## src/rtl/bldc_pwm_bank.sv

```systemverilog
// bldc_pwm_bank: shared-counter multi-phase PWM with double-buffered duties
// and per-phase dead-time insertion on every side change.
module bldc_pwm_bank #(
   parameter int NUM_PHASES     = 3,
   parameter int COUNTER_WIDTH  = 11,
   parameter int MAX_COUNTER    = 1000,
   parameter int DUTY_WIDTH     = 9,
   parameter int DUTY_SCALE     = 2,
   parameter int DEAD_TIME      = 4,
   parameter int CENTER_ALIGNED = 0
) (
   input  logic                             clk,
   input  logic                             rst_n,
   input  logic [NUM_PHASES*DUTY_WIDTH-1:0] duty,
   input  logic                             duty_load,
   input  logic [NUM_PHASES-1:0]            high_z,
   output logic                             duty_pending,
   output logic                             period_start,
   output logic [NUM_PHASES-1:0]            pwm_high,
   output logic [NUM_PHASES-1:0]            pwm_low
);
   localparam int CW  = COUNTER_WIDTH;
   localparam int DW  = DUTY_WIDTH;
   localparam int PW  = CW + DW;
   localparam int NW  = NUM_PHASES * DW;
   localparam int DCW = DEAD_TIME > 1 ? $clog2(DEAD_TIME) : 1;
   localparam logic [CW-1:0] MAXC = CW'(MAX_COUNTER);
   typedef enum logic [1:0] {S_OFF, S_DEAD, S_HIGH, S_LOW} state_t;
   logic [CW-1:0] cnt_q, cnt_d;
   logic          up_q, up_d, ps_q, pend_q, pend_d, wrap;
   logic [NW-1:0] sh_q, sh_d, act_q, act_d;
   always_comb begin
      up_d  = up_q;
      cnt_d = cnt_q == MAXC - 1'b1 ? '0 : cnt_q + 1'b1;
      if (CENTER_ALIGNED != 0) begin
         cnt_d = up_q ? (cnt_q == MAXC ? MAXC - 1'b1 : cnt_q + 1'b1) : cnt_q - 1'b1;
         up_d  = up_q ? cnt_q != MAXC : cnt_q == CW'(1);
      end
   end
   // The shadow-to-active transfer happens on the edge that brings the counter to 0.
   assign wrap   = cnt_d == '0;
   assign act_d  = wrap ? sh_q : act_q;
   assign sh_d   = duty_load ? duty : sh_q;
   assign pend_d = duty_load | (pend_q & ~wrap);
   always_ff @(posedge clk or negedge rst_n) begin
      if (!rst_n) begin
         cnt_q  <= '0;
         up_q   <= 1'b1;
         ps_q   <= 1'b0;
         pend_q <= 1'b0;
         sh_q   <= '0;
         act_q  <= '0;
      end else begin
         cnt_q  <= cnt_d;
         up_q   <= up_d;
         ps_q   <= wrap;
         pend_q <= pend_d;
         sh_q   <= sh_d;
         act_q  <= act_d;
      end
   end
   assign period_start = ps_q;
   assign duty_pending = pend_q;
   for (genvar i = 0; i < NUM_PHASES; i++) begin : g_ph
      logic [PW-1:0]  prod;
      logic [CW-1:0]  thr;
      logic [DCW-1:0] dc_q, dc_d;
      state_t         st_q, st_d, des;
      assign prod = PW'(act_q[i*DW +: DW]) * PW'(DUTY_SCALE);
      assign thr  = prod > PW'(MAX_COUNTER) ? MAXC : prod[CW-1:0];
      assign des  = high_z[i] ? S_OFF : thr == '0 ? S_LOW : thr == MAXC ? S_HIGH :
                    cnt_q < thr ? S_HIGH : S_LOW;
      always_comb begin
         st_d = st_q;
         dc_d = dc_q;
         if (high_z[i]) st_d = S_OFF;
         else if (st_q == S_DEAD) begin
            st_d = dc_q == '0 ? des : S_DEAD;
            dc_d = dc_q == '0 ? dc_q : dc_q - 1'b1;
         end else if (st_q == S_OFF || st_q != des) begin
            st_d = S_DEAD;
            dc_d = DCW'(DEAD_TIME - 1);
         end
      end
      always_ff @(posedge clk or negedge rst_n) begin
         if (!rst_n) begin
            st_q <= S_DEAD;
            dc_q <= DCW'(DEAD_TIME - 1);
         end else begin
            st_q <= st_d;
            dc_q <= dc_d;
         end
      end
      assign pwm_high[i] = st_q == S_HIGH;
      assign pwm_low[i]  = st_q == S_LOW;
   end
endmodule
```

## config.mk

```make
export PLATFORM = sky130hd
export DESIGN_NAME = bldc_pwm_bank
export DESIGN_NICKNAME = d
export VERILOG_FILES = /design/src/rtl/bldc_pwm_bank.sv
export SDC_FILE = /design/constraint.sdc
export NUM_CORES = 1
export LEC_CHECK = 0
export CAP_MARGIN = 20
export CORE_ASPECT_RATIO = 1.4
export CORE_MARGIN = 5
export CORE_UTILIZATION = 35
export CTS_CLUSTER_SIZE = 12
export DETAILED_ROUTE_END_ITERATION = 12
export PLACE_DENSITY = 0.62
export SLEW_MARGIN = 20
export SYNTH_ARGS = -nofsm -noshare
export SYNTH_HDL_FRONTEND = slang
export SYNTH_SLANG_ARGS = --single-unit
```

## constraint.sdc

```tcl
create_clock -name clk -period 3 [get_ports clk]
set_input_delay 0.45 -clock clk [delete_from_list [all_inputs] [get_ports clk]]
set_output_delay 0.45 -clock clk [all_outputs]
set_load 0.02 [all_outputs]
```

==> impl_metrics.csv, run 1 <==
group,metric,value,unit
setup_path,slowest_delay,410,ps
logic_synthesis,ys_warn_count,0,
floorplan,dieHeight,140,µm
sta,tightest_slew,723,ps
clock_tree,cts_tree,"built",
setup_path,crit_chain,"ha_1 > nand3_1 > or2_2 > o21ai_0 > a31oi_1 > nor4_4 > buf_4 > mux2_2",
global_route,first_global_vias,3196,
clock_tree,clock_latency,340,ps
logic_synthesis,synthCells,375,
place,hpwl,6410,µm
setup_path,cp-start-kind,"flip-flop",
setup_path,cp.arrival,3020,ps
logic_synthesis,synth-seq-cells,79,
layout,finalNetCount,493,
floorplan,design.core.area,11800,µm²
floorplan,fp.dieW,103,µm
global_route,grt_pass1_wl,14600,µm
place,routabilityCongestion,0.785,
layout,n_antenna_cell,0,
setup_path,cpMaxStageDelayCell,"dfrtp_1",
clock_tree,cts-root-buf,"clkbuf_16",
layout,finalNonFillerCells,584,
sta,slew_viol_final,0,
clock_tree,numCtsBuffers,9,
logic_synthesis,synth_ff_type,"dfrtp_1",
setup_path,crit_path_end_kind,"flip-flop",
clock_tree,cts.sinks,79,
logic_synthesis,yosysUniqueCellTypes,52,
setup_path,crit_family,"simple AND/OR/NAND/NOR gates",
logic_synthesis,synth_nets,436,
sta,fmax,357,MHz
setup_path,required,3220,ps
detailed_routing,ant_nets,0,
clock_tree,cts_resized,0,
logic_synthesis,ys_seq_area_share,46.9,%
setup_path,reg2reg_from,"cnt_q[1]",
logic_synthesis,synth_top_cell_area_share,41.4,%
place,pre_cts_slack,226,ps
detailed_routing,first_pass_iters,4,
clock_tree,htreeDepth,3,
setup_path,reg2reg_to,"act_q[8]",
layout,drive_gt1_share,24.3,%
detailed_routing,drt-initial-drc-count,128,
logic_synthesis,synthTopCellsByCount,"70 x dfrtp_1, 37 x mux2_2, 29 x nor2_1",
detailed_routing,drt_wl_total,8530,µm
floorplan,placementRows,47,
logic_synthesis,syn_area,4240,µm²
detailed_routing,post-route-drc-count,0,
detailed_routing,wl_per_cell,14.6,µm
floorplan,die_area,14400,µm²
place,dp_cells,568,
layout,area_growth,22.8,%
clock_tree,post_cts_buffers,0,
power_and_ir_drop,powerDensity,506,nW/µm²
outcome,status,"completed",
sta,rsz0062_at_grt,"yes",
sta,whs,143,ps
layout,nFillCells,1102,
logic_synthesis,async_flop_share,100,%
setup_path,path_max_fanout,15,
sta,post-route-min-period,2800,ps
global_route,grt_max_degree,80,
min_path,hp-class,"input pin to asynchronous set/reset pin",
global_route,grt.total_usage,12.6,%
setup_path,critPathBufInv,1,
setup_path,rrSetupSlack,200,ps
global_route,antenna_found_initial,0,
sta,hold_viol,0,
power_and_ir_drop,leakage,2.32,nW
clock_tree,cts_hold_buf,0,
logic_synthesis,synth_edf_count,0,
logic_synthesis,syn_avg_cell_area,11.3,µm²
sta,fin_worst_skew,8.39,ps
logic_synthesis,synth.most_common_cell,"dfrtp_1",
place,dpl_cell_area,4870,µm²
detailed_routing,vias,2993,
setup_path,path_class,"flip-flop to flip-flop",
floorplan,start_util,35.8,%
clock_tree,clockBufferDepth,2,
logic_synthesis,synth_top_area_cell,"dfrtp_1",
sta,slew_headroom,51.8,%
floorplan,io_pins,41,
detailed_routing,routed_via_density,5.13,
setup_path,r2r_cells,8,
job,cap_violations,0,
global_route,gr-total-overflow,0,
sta,worst_slack,200,ps
place,io_buffers,40,
sta,setup_viol,0,
layout,finalInstanceArea,5200,µm²
clock_tree,clk_pin_slew,60,ps
logic_synthesis,yosys-top-cells-area,"dfrtp_1 41%, mux2_2 9.8%, ha_1 8.3%",
power_and_ir_drop,vdd_drop_max,371,µV
sta,period_share,93.3,%
==> logic make-up after synthesis <==
group / after synthesis / share of synthesized area, %
multiplexers: 58 / 17.0
buffers and inverters: 34 / 3.37
AND/OR/NAND/NOR: 104 / 12.9
AO/OA/AOI/OAI: 67 / 10.5
adder cells (fa/ha/maj): 28 / 8.27
XOR/XNOR: 5 / 1.03
flip-flops: 79 / 46.9
==> where the power goes <==
| group | switching, mW | internal (mW) | total, mW | leakage (nW) |
|---|---|---|---|---|
| Combinational | 0.109 | 0.133 | 0.243 | 1.17 |
| Sequential | 0.0489 | 1.16 | 1.21 | 0.992 |
| Clock | 0.448 | 0.737 | 1.19 | 0.153 |
==> placed cells by master (no fill, tap or decap), types with 9 or more instances in the layout <==
master,count
dfrtp_1,70
ha_1,28
inv_1,28
clkdlybuf4s50_1,39
mux2_4,19
buf_4,12
nand3_1,14
clkbuf_16,9
a21oi_1,19
nor2_1,29
mux2_2,37
o21ai_0,13
nand2_1,19
dfstp_2,9
==> per-layer routing <==
layer	share of wire, %	GRT usage (%)	up-vias
li1	-	-	1461
met1	41	14.7	1482
met2	54	21.8	39
met3	2.6	1.99	11
met4	2.3	6.21	0
met5	0	0	-
==> worst max-delay path by stage <==
stage / from / end / slack [ps] / cells past startpoint
6_report: cnt_q[1] / act_q[8] / 200 / 8
5_1_grt: cnt_q[1] / act_q[13] / -50 / 8
4_1_cts: cnt_q[1] / act_q[8] / 200 / 8
3_5_place_dp: cnt_q[1] / act_q[10] / 230 / 8
3_3_place_gp: cnt_q[1] / act_q[8] / 300 / 8
2_1_floorplan: cnt_q[1] / act_q[16] / 280 / 8
==> stage by stage <==
stage	power [mW]	TNS [ps]	utilization, %
global placement	1.46	0	41.2
CTS	2.67	0	44.0
finish	2.63	0	44.0
global route	2.75	-328	44.0
floorplan	1.36	0	-
detailed placement	1.47	0	41.2
==> area by class of cell <==
| class | instances | area, µm² | share of cell area (%) |
|---|---|---|---|
| inverters | 28 | 105 | 2.02 |
| well taps | 147 | 184 | 3.54 |
| clock inverters | 7 | 101 | 1.95 |
| multi-input cells | 262 | 2100 | 40.5 |
| repair buffers | 52 | 492 | 9.46 |
| flip-flops and latches | 79 | 1990 | 38.2 |
| clock buffers | 9 | 225 | 4.33 |
==> worst reg2reg max path, cell delays in order, from the launching register on <==
cell and delay (ps):
dfrtp_1 410, ha_1 250, nand3_1 230, or2_2 400, o21ai_0 230, a31oi_1 190
nor4_4 310, buf_4 300, mux2_2 370
==> state kept, by name, summed over array words and instances, names as in the netlist <==
register      count
act_q            27
sh_q             27
duty_pending      1
cnt_q            11
g_ph.dc_q         6
period_start      1
g_ph.st_q         6
No activity file was read; power rests on OpenSTA's default activity.
==> run 2, diff against run 1 <==
--- a/config.mk
+++ b/config.mk
@@ -11,7 +11,6 @@
 export CORE_UTILIZATION = 35
 export CTS_CLUSTER_SIZE = 12
 export DETAILED_ROUTE_END_ITERATION = 12
-export PLACE_DENSITY = 0.62
 export SLEW_MARGIN = 20
 export SYNTH_ARGS = -nofsm -noshare
 export SYNTH_HDL_FRONTEND = slang
==> constraint.sdc (replaced) <==
create_clock -name clk -period 3.4 [get_ports clk]
set_input_delay 0.51 -clock clk [delete_from_list [all_inputs] [get_ports clk]]
set_output_delay 0.51 -clock clk [all_outputs]
set_load 0.02 [all_outputs]
==> run 2 against run 1 <==
Worst setup slack better by 380 ps; final area decreased by 0.99%; sequential share of layout area grew 0.38 points; via count is 1.7% lower; global-route usage shrank 0.14 points; critical endpoint is now act_q[15]; combinational power fell by 11%; largest cell class unchanged; largest power group unchanged; first-iteration DRC count shrank 52%; flip-flop and latch count stayed put.
==> impl_metrics.csv, run 2 (synthesized netlist as in run 1, its figures left out) <==
group,metric,value,unit
layout,final_common_cell,"dfrtp_1",
detailed_routing,post-route-drc-count,0,
outcome,status,"completed",
sta,slew_viol_final,0,
place,io_buffers,40,
layout,reg.largest.list,"act_q x27, sh_q x27, cnt_q x11",
detailed_routing,first_pass_iters,4,
clock_tree,clock_latency,330,ps
sta,tightest_slew,374,ps
sta,finalSetupTns,0,ps
clock_tree,cts_hold_buf,0,
setup_path,path_class,"flip-flop to flip-flop",
place,routabilityCongestion,0.871,
clock_tree,htreeDepth,3,
clock_tree,clockBufferDepth,2,
place,hpwl,6110,µm
setup_path,reg2reg_from,"cnt_q[1]",
setup_path,rrSetupSlack,580,ps
floorplan,dieHeight,140,µm
job,cap_violations,0,
global_route,grt_max_degree,80,
sta,setup_viol,0,
global_route,first_global_vias,3093,
layout,nFillCells,1128,
global_route,grt_pass1_wl,14300,µm
sta,fmax,355,MHz
clock_tree,cts_resized,0,
setup_path,required,3620,ps
setup_path,cp-start-kind,"flip-flop",
detailed_routing,drt-initial-drc-count,62,
layout,drive_gt1_share,23.0,%
floorplan,design.core.area,11800,µm²
detailed_routing,vias,2942,
layout,area_growth,21.6,%
sta,fin_worst_skew,4.41,ps
floorplan,die_area,14400,µm²
floorplan,placementRows,47,
power_and_ir_drop,vdd_drop_max,244,µV
floorplan,fp.dieW,103,µm
sta,rsz0062_at_grt,"no",
clock_tree,numCtsBuffers,9,
layout,n_antenna_cell,0,
clock_tree,post_cts_buffers,0,
detailed_routing,drt_wl_total,8250,µm
setup_path,cp.arrival,3030,ps
clock_tree,clk_pin_slew,60,ps
clock_tree,cts_tree,"built",
power_and_ir_drop,leakage,2.27,nW
clock_tree,cts-root-buf,"clkbuf_16",
layout,finalInstanceArea,5150,µm²
place,dpl_cell_area,4820,µm²
power_and_ir_drop,powerDensity,433,nW/µm²
sta,hold_viol,0,
sta,slew_headroom,74.9,%
detailed_routing,routed_via_density,5.10,
detailed_routing,wl_per_cell,14.3,µm
setup_path,r2r_cells,8,
floorplan,io_pins,41,
global_route,gr-total-overflow,0,
floorplan,start_util,35.8,%
detailed_routing,ant_nets,0,
setup_path,path_max_fanout,28,
global_route,antenna_found_initial,0,
clock_tree,cts.sinks,79,
place,dp_cells,560,
layout,final_cell_mix,"70 x dfrtp_1, 39 x clkdlybuf4s50_1, 37 x mux2_2, 29 x nor2_1",
sta,post-route-min-period,2820,ps
sta,period_share,82.8,%
layout,finalNonFillerCells,577,
min_path,hp-class,"input pin to asynchronous set/reset pin",
layout,finalNetCount,486,
setup_path,reg2reg_to,"act_q[15]",
global_route,grt.total_usage,12.5,%
setup_path,crit_path_end_kind,"flip-flop",
## run 2: area by class of cell
cell class / count / area (µm²) / area share, %
clock buffers: 9 / 225 / 4.37
inverters: 28 / 105 / 2.04
flip-flops and latches: 79 / 1990 / 38.6
repair buffers: 45 / 468 / 9.09
clock inverters: 7 / 73.8 / 1.43
well taps: 147 / 184 / 3.57
multi-input cells: 262 / 2100 / 40.9
## run 2: worst max-delay path by stage
stage | end | cells after the start | start | slack (ps)
floorplan | act_q[16] | 8 | cnt_q[1] | 680
global placement | act_q[14] | 8 | cnt_q[1] | 640
detailed placement | act_q[10] | 8 | cnt_q[1] | 600
CTS | act_q[15] | 8 | cnt_q[1] | 570
global route | act_q[15] | 8 | cnt_q[1] | 330
finish | act_q[15] | 8 | cnt_q[1] | 580
## run 2: critical path, stage by stage (launching register included)
cell,delay (ps)
dfrtp_1,420
ha_1,260
nand3_1,250
or2_2,410
o21ai_0,220
a31oi_1,180
nor4_4,330
buf_12,260
mux2_2,360
## run 2: where the power goes
group | internal [mW] | leakage [nW] | switching [mW]
Combinational | 0.121 | 1.15 | 0.0960
Sequential | 1.02 | 0.992 | 0.0422
Clock | 0.567 | 0.134 | 0.381
Total | 1.71 | 2.27 | 0.519
## run 2: per-layer routing
metal	share of wire, %	routed length (µm)	global-route usage, %	vias to the layer above
li1	-	-	-	1453
met1	42	3430	14.6	1442
met2	54	4450	21.5	37
met3	2.6	215	2.69	10
met4	1.9	153	5.18	0
met5	0	0	0	-
## run 2: stage by stage
step | worst slack [ps] | util [%] | power (mW) | hold slack [ps]
6_report | 583 | 43.6 | 2.23 | 71.5
5_1_grt | 329 | 43.6 | 2.34 | 87.6
4_1_cts | 573 | 43.3 | 2.26 | 375
3_5_place_dp | 598 | 40.8 | 1.30 | 456
3_3_place_gp | 642 | 40.8 | 1.29 | 468
2_1_floorplan | 678 | - | 1.20 | 214
==> run 3, diff against run 2 <==
==> constraint.sdc (replaced) <==
create_clock -name clk -period 2.51 [get_ports clk]
set_input_delay 0.3765 -clock clk [delete_from_list [all_inputs] [get_ports clk]]
set_output_delay 0.3765 -clock clk [all_outputs]
set_load 0.02 [all_outputs]
==> run 3 against run 2 <==
The flow now finishes with violations (negative hold slack); final area grew 5.4%; combinational power grew 37%; clock power grew 31%; sequential share of layout area shrank 1.9 points; via count grew 5.1%; routed wire length grew 12%; sequential power grew 36%; flip-flop and latch count is the same; total power grew 33%; first-iteration DRC count grew 60%; register-to-register slack lost 540 ps; maximum frequency grew 14%; critical endpoint is now act_q[0]; largest cell class unchanged; largest power group unchanged; highest routed layer unchanged.
==> impl_metrics.csv, run 3 (synthesized netlist as in run 1, its figures left out) <==
group,metric,value,unit
detailed_routing,drt_wl_total,9220,µm
clock_tree,numCtsBuffers,9,
setup_path,path_max_fanout,7,
power_and_ir_drop,powerDensity,548,nW/µm²
outcome,violations,"negative hold slack",
clock_tree,cts-root-buf,"clkbuf_16",
place,io_buffers,40,
power_and_ir_drop,vdd_drop_max,324,µV
global_route,antenna_found_initial,0,
setup_path,cp.arrival,2690,ps
place,dp_cells,578,
floorplan,dieHeight,140,µm
detailed_routing,wl_per_cell,15.3,µm
setup_path,critPathBufInv,4,
setup_path,required,2730,ps
floorplan,fp.dieW,103,µm
clock_tree,clockBufferDepth,2,
sta,fmax,406,MHz
sta,setup_viol,0,
place,routabilityCongestion,0.847,
sta,rsz0062_at_grt,"yes",
clock_tree,htreeDepth,3,
global_route,grt_pass1_wl,15000,µm
layout,reg.largest.list,"act_q x27, sh_q x27, cnt_q x11",
setup_path,cpMaxStageDelayCell,"dfrtp_1",
global_route,gr-total-overflow,0,
sta,tightest_slew,481,ps
sta,hold_viol,2,
setup_path,slowest_delay,420,ps
place,hpwl,6490,µm
floorplan,start_util,35.8,%
setup_path,crit_family,"buffers and inverters",
sta,finalSetupTns,0,ps
sta,slew_viol_final,0,
layout,finalNonFillerCells,602,
setup_path,cpMostUsedCell,"buf_6",
layout,nFillCells,1083,
layout,area_growth,28.1,%
sta,post-route-min-period,2460,ps
detailed_routing,post-route-drc-count,0,
outcome,status,"finished with violations",
layout,seq_area,1990,µm²
clock_tree,clock_latency,340,ps
clock_tree,cts.sinks,79,
detailed_routing,first_pass_iters,4,
clock_tree,cts_tree,"built",
layout,final_cell_mix,"68 x dfrtp_1, 39 x clkdlybuf4s50_1, 36 x mux2_2, 28 x inv_1, 28 x nor2_1",
setup_path,crit_path_end_kind,"flip-flop",
power_and_ir_drop,power,2.97,mW
clock_tree,clk_pin_slew,60,ps
floorplan,die_area,14400,µm²
floorplan,placementRows,47,
layout,final_common_cell,"dfrtp_1",
global_route,grt.total_usage,13.1,%
sta,whs,-2.73,ps
power_and_ir_drop,leakage,2.41,nW
detailed_routing,vias,3092,
layout,multi_input_area,2170,µm²
setup_path,crit_chain,"ha_4 > nand3_4 > buf_6 > nor3_4 > buf_4 > o21a_1 > nor2_1 > nor4_4 > buf_6 > clkbuf_16 > mux2_4",
layout,drive_gt1_share,29.5,%
sta,slew_headroom,67.9,%
floorplan,design.core.area,11800,µm²
global_route,first_global_vias,3228,
setup_path,cp-start-kind,"flip-flop",
layout,n_antenna_cell,0,
global_route,grt_max_degree,46,
detailed_routing,ant_nets,0,
floorplan,io_pins,41,
detailed_routing,routed_via_density,5.14,
sta,period_share,98.2,%
detailed_routing,drt-initial-drc-count,99,
job,cap_violations,0,
setup_path,path_class,"flip-flop to flip-flop",
layout,finalNetCount,511,
sta,fin_worst_skew,7.68,ps
min_path,hp-class,"input pin to asynchronous set/reset pin",
[run 3: power breakdown]
part	internal [mW]	leakage [nW]	switching, mW
sequential	1.38	0.990	0.0590
clock	0.680	0.129	0.556
combinational	0.163	1.29	0.133
[run 3: worst paths after layout]
check | depth (start not counted) | end | slack (ps) | startpoint
worst min-delay path | 1 | sh_q[2] | -3 | rst_n
worst min register to register | 2 | g_ph[2].dc_q[0] | 500 | g_ph[2].dc_q[0]
max in group asynchronous | 2 | g_ph[1].dc_q[0] | 1860 | rst_n
min in group clk | 2 | g_ph[2].dc_q[0] | 500 | g_ph[2].dc_q[0]
worst max-delay path | 11 | act_q[0] | 50 | cnt_q[1]
worst max register to register | 11 | act_q[0] | 50 | cnt_q[1]
[run 3: cell type report]
cell class	count	area share, %
inverters	28	1.94
well taps	147	3.39
multi-input cells	262	40.0
clock buffers	9	4.15
flip-flops and latches	79	36.7
clock inverters	7	1.06
repair buffers	70	12.8
[run 3: timing repair]
action,4_1_cts,5_1_grt
pin swaps,0,4
hold buffers,0,0
setup buffers,0,5
resized for setup,1,11
endpoints found under the setup margin,1,31
gates cloned,0,3
[run 3: per-stage QoR]
| stage | hold slack (ps) | instance area [µm²] | setup WS (ps) | util, % |
|---|---|---|---|---|
| 2_1_floorplan | 80.9 | 4270 | -103 | - |
| 3_5_place_dp | 368 | 5000 | -26.5 | 42.3 |
| 4_1_cts | 1.91 | 5290 | 0.705 | 44.8 |
| 5_1_grt | 31.7 | 5430 | -59.8 | 45.9 |
| 3_3_place_gp | 366 | 5000 | 70.8 | 42.3 |
| 6_report | -2.73 | 5430 | 46.1 | 45.9 |
[run 3: layer usage]
layer	wire length [µm]	vias up	part of all wire (%)	GRT usage, %
met3	288	16	3.1	2.44
met1	3900	1514	42	15.6
met5	0	-	0	0
met4	272	0	2.9	6.68
li1	-	1507	-	-
met2	4760	55	52	22.0
